===== src/rtl/dmem_arb_pkg.sv =====
// Shared types for the data-memory arbiter: requester identity, priority
// mode encodings and the request bundle that gets muxed onto the memory.
package dmem_arb_pkg;

    typedef enum logic {
        OWN_P0 = 1'b0,
        OWN_P1 = 1'b1
    } owner_e;

    localparam logic PRIO_RR    = 1'b0;
    localparam logic PRIO_FIXED = 1'b1;

    // Request bundle widths; the arbiter's AW/DW default to these.
    localparam int DMEM_AW = 32;
    localparam int DMEM_DW = 32;
    localparam int DMEM_MW = DMEM_DW / 8;

    typedef struct packed {
        logic               we;
        logic [DMEM_AW-1:0] addr;
        logic [DMEM_DW-1:0] wdata;
        logic [DMEM_MW-1:0] mask;
    } dmem_req_t;

endpackage


===== src/rtl/arb_pick2.sv =====
// Two-way combinational picker: one-hot grant from requests, the previous
// owner, the priority mode and a lock override favouring port 1.
module arb_pick2
    import dmem_arb_pkg::*;
(
    input  logic [1:0] req,
    input  owner_e     last_owner,
    input  logic       mode,
    input  logic       force_p1,
    output logic [1:0] gnt
);

    always_comb begin
        gnt = 2'b00;
        if (force_p1 && req[1]) begin
            gnt = 2'b10;
        end else if (req == 2'b11) begin
            // On a tie, fixed mode always favours port 0; round-robin
            // favours whichever port did not own the memory last.
            if (mode == PRIO_FIXED || last_owner == OWN_P1) gnt = 2'b01;
            else                                            gnt = 2'b10;
        end else begin
            gnt = req;
        end
    end

endmodule


===== src/rtl/dmem_arbiter.sv =====
// Shares a single-port synchronous-read data memory between the core
// load/store path (port 0) and a debug/DMA loader (port 1).
module dmem_arbiter
    import dmem_arb_pkg::*;
#(
    parameter int AW        = DMEM_AW,
    parameter int DW        = DMEM_DW,
    parameter int PRIO_MODE = 0,
    parameter int MAX_LOCK  = 16
) (
    input  logic            clk,
    input  logic            rst,

    input  logic            p0_req,
    input  logic            p0_we,
    input  logic [AW-1:0]   p0_addr,
    input  logic [DW-1:0]   p0_wdata,
    input  logic [DW/8-1:0] p0_mask,
    output logic            p0_gnt,
    output logic            p0_rvalid,
    output logic [DW-1:0]   p0_rdata,

    input  logic            p1_req,
    input  logic            p1_we,
    input  logic [AW-1:0]   p1_addr,
    input  logic [DW-1:0]   p1_wdata,
    input  logic [DW/8-1:0] p1_mask,
    input  logic            p1_lock,
    output logic            p1_gnt,
    output logic            p1_rvalid,
    output logic [DW-1:0]   p1_rdata,

    output logic            mem_en,
    output logic            mem_we,
    output logic [AW-1:0]   mem_addr,
    output logic [DW-1:0]   mem_wdata,
    output logic [DW/8-1:0] mem_mask,
    input  logic [DW-1:0]   mem_rdata
);

    localparam int MW  = DW / 8;
    localparam int LCW = $clog2(MAX_LOCK + 1);

    owner_e           last_owner_q, last_owner_d;
    owner_e           rd_owner_q,   rd_owner_d;
    logic             rd_pending_q, rd_pending_d;
    logic             p1_prev_q,    p1_prev_d;
    logic [LCW-1:0]   lock_cnt_q,   lock_cnt_d;
    logic [DW-1:0]    p0_rdata_q,   p0_rdata_d;
    logic [DW-1:0]    p1_rdata_q,   p1_rdata_d;

    logic [1:0]       pick_gnt;
    logic [1:0]       gnt;
    logic             force_p1;
    dmem_req_t        r0, r1, sel;

    // A burst keeps port 1 only while it owned the previous cycle and has
    // not yet used up its lock budget.
    assign force_p1 = p1_prev_q && p1_lock && (lock_cnt_q < LCW'(MAX_LOCK));

    arb_pick2 u_pick (
        .req        ({p1_req, p0_req}),
        .last_owner (last_owner_q),
        .mode       ((PRIO_MODE != 0) ? PRIO_FIXED : PRIO_RR),
        .force_p1   (force_p1),
        .gnt        (pick_gnt)
    );

    // No grant may escape while reset is held, even with requests raised.
    assign gnt    = pick_gnt & {2{rst}};
    assign p0_gnt = gnt[0];
    assign p1_gnt = gnt[1];

    always_comb begin
        r0  = '{we: p0_we, addr: DMEM_AW'(p0_addr), wdata: DMEM_DW'(p0_wdata), mask: DMEM_MW'(p0_mask)};
        r1  = '{we: p1_we, addr: DMEM_AW'(p1_addr), wdata: DMEM_DW'(p1_wdata), mask: DMEM_MW'(p1_mask)};
        sel = '0;
        if (gnt[1])      sel = r1;
        else if (gnt[0]) sel = r0;
    end

    assign mem_en    = |gnt;
    assign mem_we    = sel.we;
    assign mem_addr  = AW'(sel.addr);
    assign mem_wdata = DW'(sel.wdata);
    assign mem_mask  = MW'(sel.mask);

    // Read data lands one cycle after the grant; the idle port keeps its last word.
    assign p0_rvalid = rd_pending_q && (rd_owner_q == OWN_P0);
    assign p1_rvalid = rd_pending_q && (rd_owner_q == OWN_P1);
    assign p0_rdata  = p0_rvalid ? mem_rdata : p0_rdata_q;
    assign p1_rdata  = p1_rvalid ? mem_rdata : p1_rdata_q;

    always_comb begin
        last_owner_d = last_owner_q;
        rd_owner_d   = rd_owner_q;
        rd_pending_d = mem_en && !mem_we;
        p1_prev_d    = gnt[1];
        lock_cnt_d   = '0;
        p0_rdata_d   = p0_rdata;
        p1_rdata_d   = p1_rdata;

        if (gnt[0]) last_owner_d = OWN_P0;
        if (gnt[1]) last_owner_d = OWN_P1;
        if (mem_en) rd_owner_d = gnt[1] ? OWN_P1 : OWN_P0;

        // A grant taken at the limit starts a fresh burst count.
        if (gnt[1] && p1_lock) begin
            if (lock_cnt_q >= LCW'(MAX_LOCK)) lock_cnt_d = LCW'(1);
            else                              lock_cnt_d = lock_cnt_q + LCW'(1);
        end
    end

    always_ff @(posedge clk or negedge rst) begin
        if (!rst) begin
            last_owner_q <= OWN_P1;
            rd_owner_q   <= OWN_P0;
            rd_pending_q <= 1'b0;
            p1_prev_q    <= 1'b0;
            lock_cnt_q   <= '0;
            p0_rdata_q   <= '0;
            p1_rdata_q   <= '0;
        end else begin
            last_owner_q <= last_owner_d;
            rd_owner_q   <= rd_owner_d;
            rd_pending_q <= rd_pending_d;
            p1_prev_q    <= p1_prev_d;
            lock_cnt_q   <= lock_cnt_d;
            p0_rdata_q   <= p0_rdata_d;
            p1_rdata_q   <= p1_rdata_d;
        end
    end

endmodule

===== config.mk =====
export PLATFORM = sky130hd
export DESIGN_NAME = dmem_arbiter
export DESIGN_NICKNAME = d
export VERILOG_FILES = /design/src/rtl/dmem_arb_pkg.sv /design/src/rtl/arb_pick2.sv /design/src/rtl/dmem_arbiter.sv
export SDC_FILE = /design/constraint.sdc
export NUM_CORES = 1
export LEC_CHECK = 0
export BUFFER_PORTS_ARGS = -buffer_cell sky130_fd_sc_hd__buf_2
export CORE_AREA = 3 3 119 121
export DETAILED_ROUTE_END_ITERATION = 10
export DIE_AREA = 0 0 122 124
export MAX_ROUTING_LAYER = met4
export SYNTH_ARGS = -nofsm -noshare
export SYNTH_HDL_FRONTEND = slang
export SYNTH_SLANG_ARGS = --single-unit

===== constraint.sdc =====
create_clock -name clk -period 2.2 [get_ports clk]
set_clock_uncertainty 0.1 [all_clocks]
set_input_delay 0.33 -clock clk [delete_from_list [all_inputs] [get_ports clk]]
set_output_delay 0.33 -clock clk [all_outputs]
set_load 0.03 [all_outputs]

==> results.md <==
* CTS root buf: clkbuf_16
* Most numerous cell in the Yosys netlist: dfrtp_1
* Synthesized net count at 436
* Synth cell types at 25
* Post-placement setup slack at 0.0931 ns
* Chip height at 124 um
* DRC at 0
* CP arrival at 1.91 ns
* GPL Wtd Cong at 1.04
* Synth Area in Simple Gates at 2.96%
* Post-route ant nets at 0
* Final critical-path required period at 2.34 ns
* 1st-pass router iterations at 4
* Mapped Avg Cell Area at 13.5 um2
* Mean routed wirelength per cell at 23.0 um
* Worst-path clk slew at 0.06 ns
* Synth Instances at 259
* Vias in the first global route at 3823
* Synth Area in Adders at 0.714%
* Pwr Total at 0.00627 W
* Yosys top cell area share at 51.4%
* Finished Layout Cells at 774
* WL final at 17800 um
* Power Density at 974 nW/um2
* Leak at 3.31 nW
* Synthesized area at 3510 um2
* Worst Tran Pin Value at 0.814 ns
* # fillers at 1237
* Crit-path max FO at 4
* Worst hold slack at 0.101 ns
* Top post-synthesis cells by count: dfrtp_1, a22o_1, mux2_2
* Crit path launch type: register
* Cts bufs inserted at 9
* CP Capture Type: output port
* Post-DP HPWL at 14100 um
* Yosys warns at 0
* Biggest area consumer among synthesized cells: dfrtp_1
* Synth Register Bits at 73
* Post-synthesis xor/xnor area fraction at 0.499%
* Peak VDD IR at 335 uV
* Status: complete, but fails checks
* Die width at 122 um
* Global-route wire length before repair at 23500 um
* Clock tree buffer depth at 2
* Hold Path Class: primary input to asynchronous set/reset pin
* # rows at 42
* Compound-Gate Fraction of Synth Area at 18.7%
* Worst-skew pair later-pin latency at 0.33 ns
* Largest family of logic cells by synthesized area: multiplexers
* Starting Density at 26.6%
* H-tree depth at 3
* Failing checks: negative setup slack
* Final net count at 767
* Final hold violations at 0
* Core area at 13200 um2
* Area of the multi-input gates at 1590 um2
* Register area share after synthesis at 52.1%
* Design Area, Final at 6440 um2
* Final period utilization at 106%
* Largest net degree at the start of global routing at 66
* Vias per inst at 4.76
* Slowest CP cell: dfrtp_1
* CTS tree: yes
* Critical Path RT at 1.77 ns
* EDFF count, synth at 0
* Delay of the slowest cell on the worst path at 0.37 ns
* Crit-path most repeated cell: buf_6
* Setup CP Type: register to output port
* Area after DPL at 5330 um2
* IO Count at 313
* Die Footprint at 15100 um2
* Ranking of synthesized cells by area: dfrtp_1, mux2_2, a22o_1, buf_2, buf_6
* Unrepaired setup endpoints after global routing: true
* Relative slew slack at 45.7%
* Seq. cell area at 1830 um2
* Overflow after GRT at 0
* Async set-reset flop share out of synthesis at 100%
* Final setup fails at 61
* Mux contribution to synthesized area at 20.9%
* Most used DFF post-synth: dfrtp_1
* Max-slew violation count at 0
* CTS sink count at 73
* Share of cells above drive strength 1 at 72.4%
* Setup ws final at -0.141 ns
* Gr usage total at 22.5%
* Initial antenna violation count at 6
* Fmax achieved at 427 MHz
* Vias at 3685
* Crit-path cells: and4b_2 -> nor3_4 -> buf_6 -> clkbuf_16 -> buf_6 -> a22o_1 -> buf_6
* Drt first-iter violations at 257
* Max_cap viols at 0
* Area growth, synth to finish at 83.7%
* Placed cells at 737
* PortBufs at 312
## routing by layer
metal	part of all wire, %	global-route usage, %
met3	8.9	7.45
met5	0	-
met2	53	37.7
met1	36	25.0
met4	2.2	8.89
## through the flow
step	utilization [%]	TNS (ns)
2_1_floorplan	-	0
3_3_place_gp	40.4	0
3_5_place_dp	40.4	0
4_1_cts	47.2	-2.50
5_1_grt	48.8	-9.83
6_report	48.8	-4.53
## final cells by class
class                      count  share of cell area, %
timing repair buffer         342                   37.8
clock buffer                  10                   3.71
multi-input combinational    159                   24.7
antenna                        4                  0.155
inverter                       5                  0.291
sequential                    73                   28.4
clock inverter                 5                   1.61
tap                          176                   3.42
## worst max-delay path, delay by kind of cell (launching register included)
family,cells,cell delay [ns]
and+or+nand+nor,2,0.51
buffers and inverters,4,0.53
AOI/OAI and AO/OA,1,0.16
DFF,1,0.37
## logic make-up after synthesis
logic type | after synthesis
mux | 65
compound gates | 75
flops | 73
buf+inv | 27
fa+ha+maj | 2
xor+xnor | 2
simple gates | 15
## sequential cells by signal (all words and copies together) (netlist names)
register and flops:
p0_rdata_q 32, p1_prev_q 1, rd_pending_q 1, rd_owner_q 1, lock_cnt_q 5, last_owner_q 1
p1_rdata_q 32
## layout by cell type (no fill, tap or decap), types with 2 or more instances in the layout
cell,count
and3b_1,2
ha_1,2
bufinv_16,3
buf_4,13
diode_2,4
buf_8,2
buf_6,71
a22o_4,4
nand2_1,2
buf_12,6
dfrtp_1,72
mux2_2,65
clkbuf_16,14
inv_1,5
a22o_1,66
buf_2,242
nor3b_1,2
## path summary, 6_finish.rpt
check	startpoint	endpoint	slack [ns]	depth (start not counted)
min	rst	lock_cnt_q[1]$_DFF_PN0_	0.10	3
max reg2reg	lock_cnt_q[4]$_DFF_PN0_	rd_pending_q$_DFF_PN0_	0.45	6
max	p1_prev_q$_DFF_PN0_	mem_addr[26]	-0.14	7
min in group clk	p0_we	rd_pending_q$_DFF_PN0_	0.14	2
min reg2reg	p1_rdata_q[8]$_DFF_PN0_	p1_rdata_q[8]$_DFF_PN0_	0.39	1
max in group asynchronous	rst	p1_rdata_q[23]$_DFF_PN0_	1.33	2
## report_power, final
| part | internal [W] | switching (W) |
|---|---|---|
| clock network | 0.00113 | 0.000534 |
| logic | 0.00106 | 0.00173 |
| registers | 0.00172 | 0.0000936 |
## repair_timing
action | in CTS | in global routing
setup buffers | 6 | 5
endpoints found under the setup margin | 69 | 71
gates cloned | 1 | 6
pin swaps | 2 | 18
gates resized for setup | 143 | 16
hold buffers | 1 | 1
hold endpoints to repair | 7 | 1
Note: power is estimated with default switching activity, not from simulation.
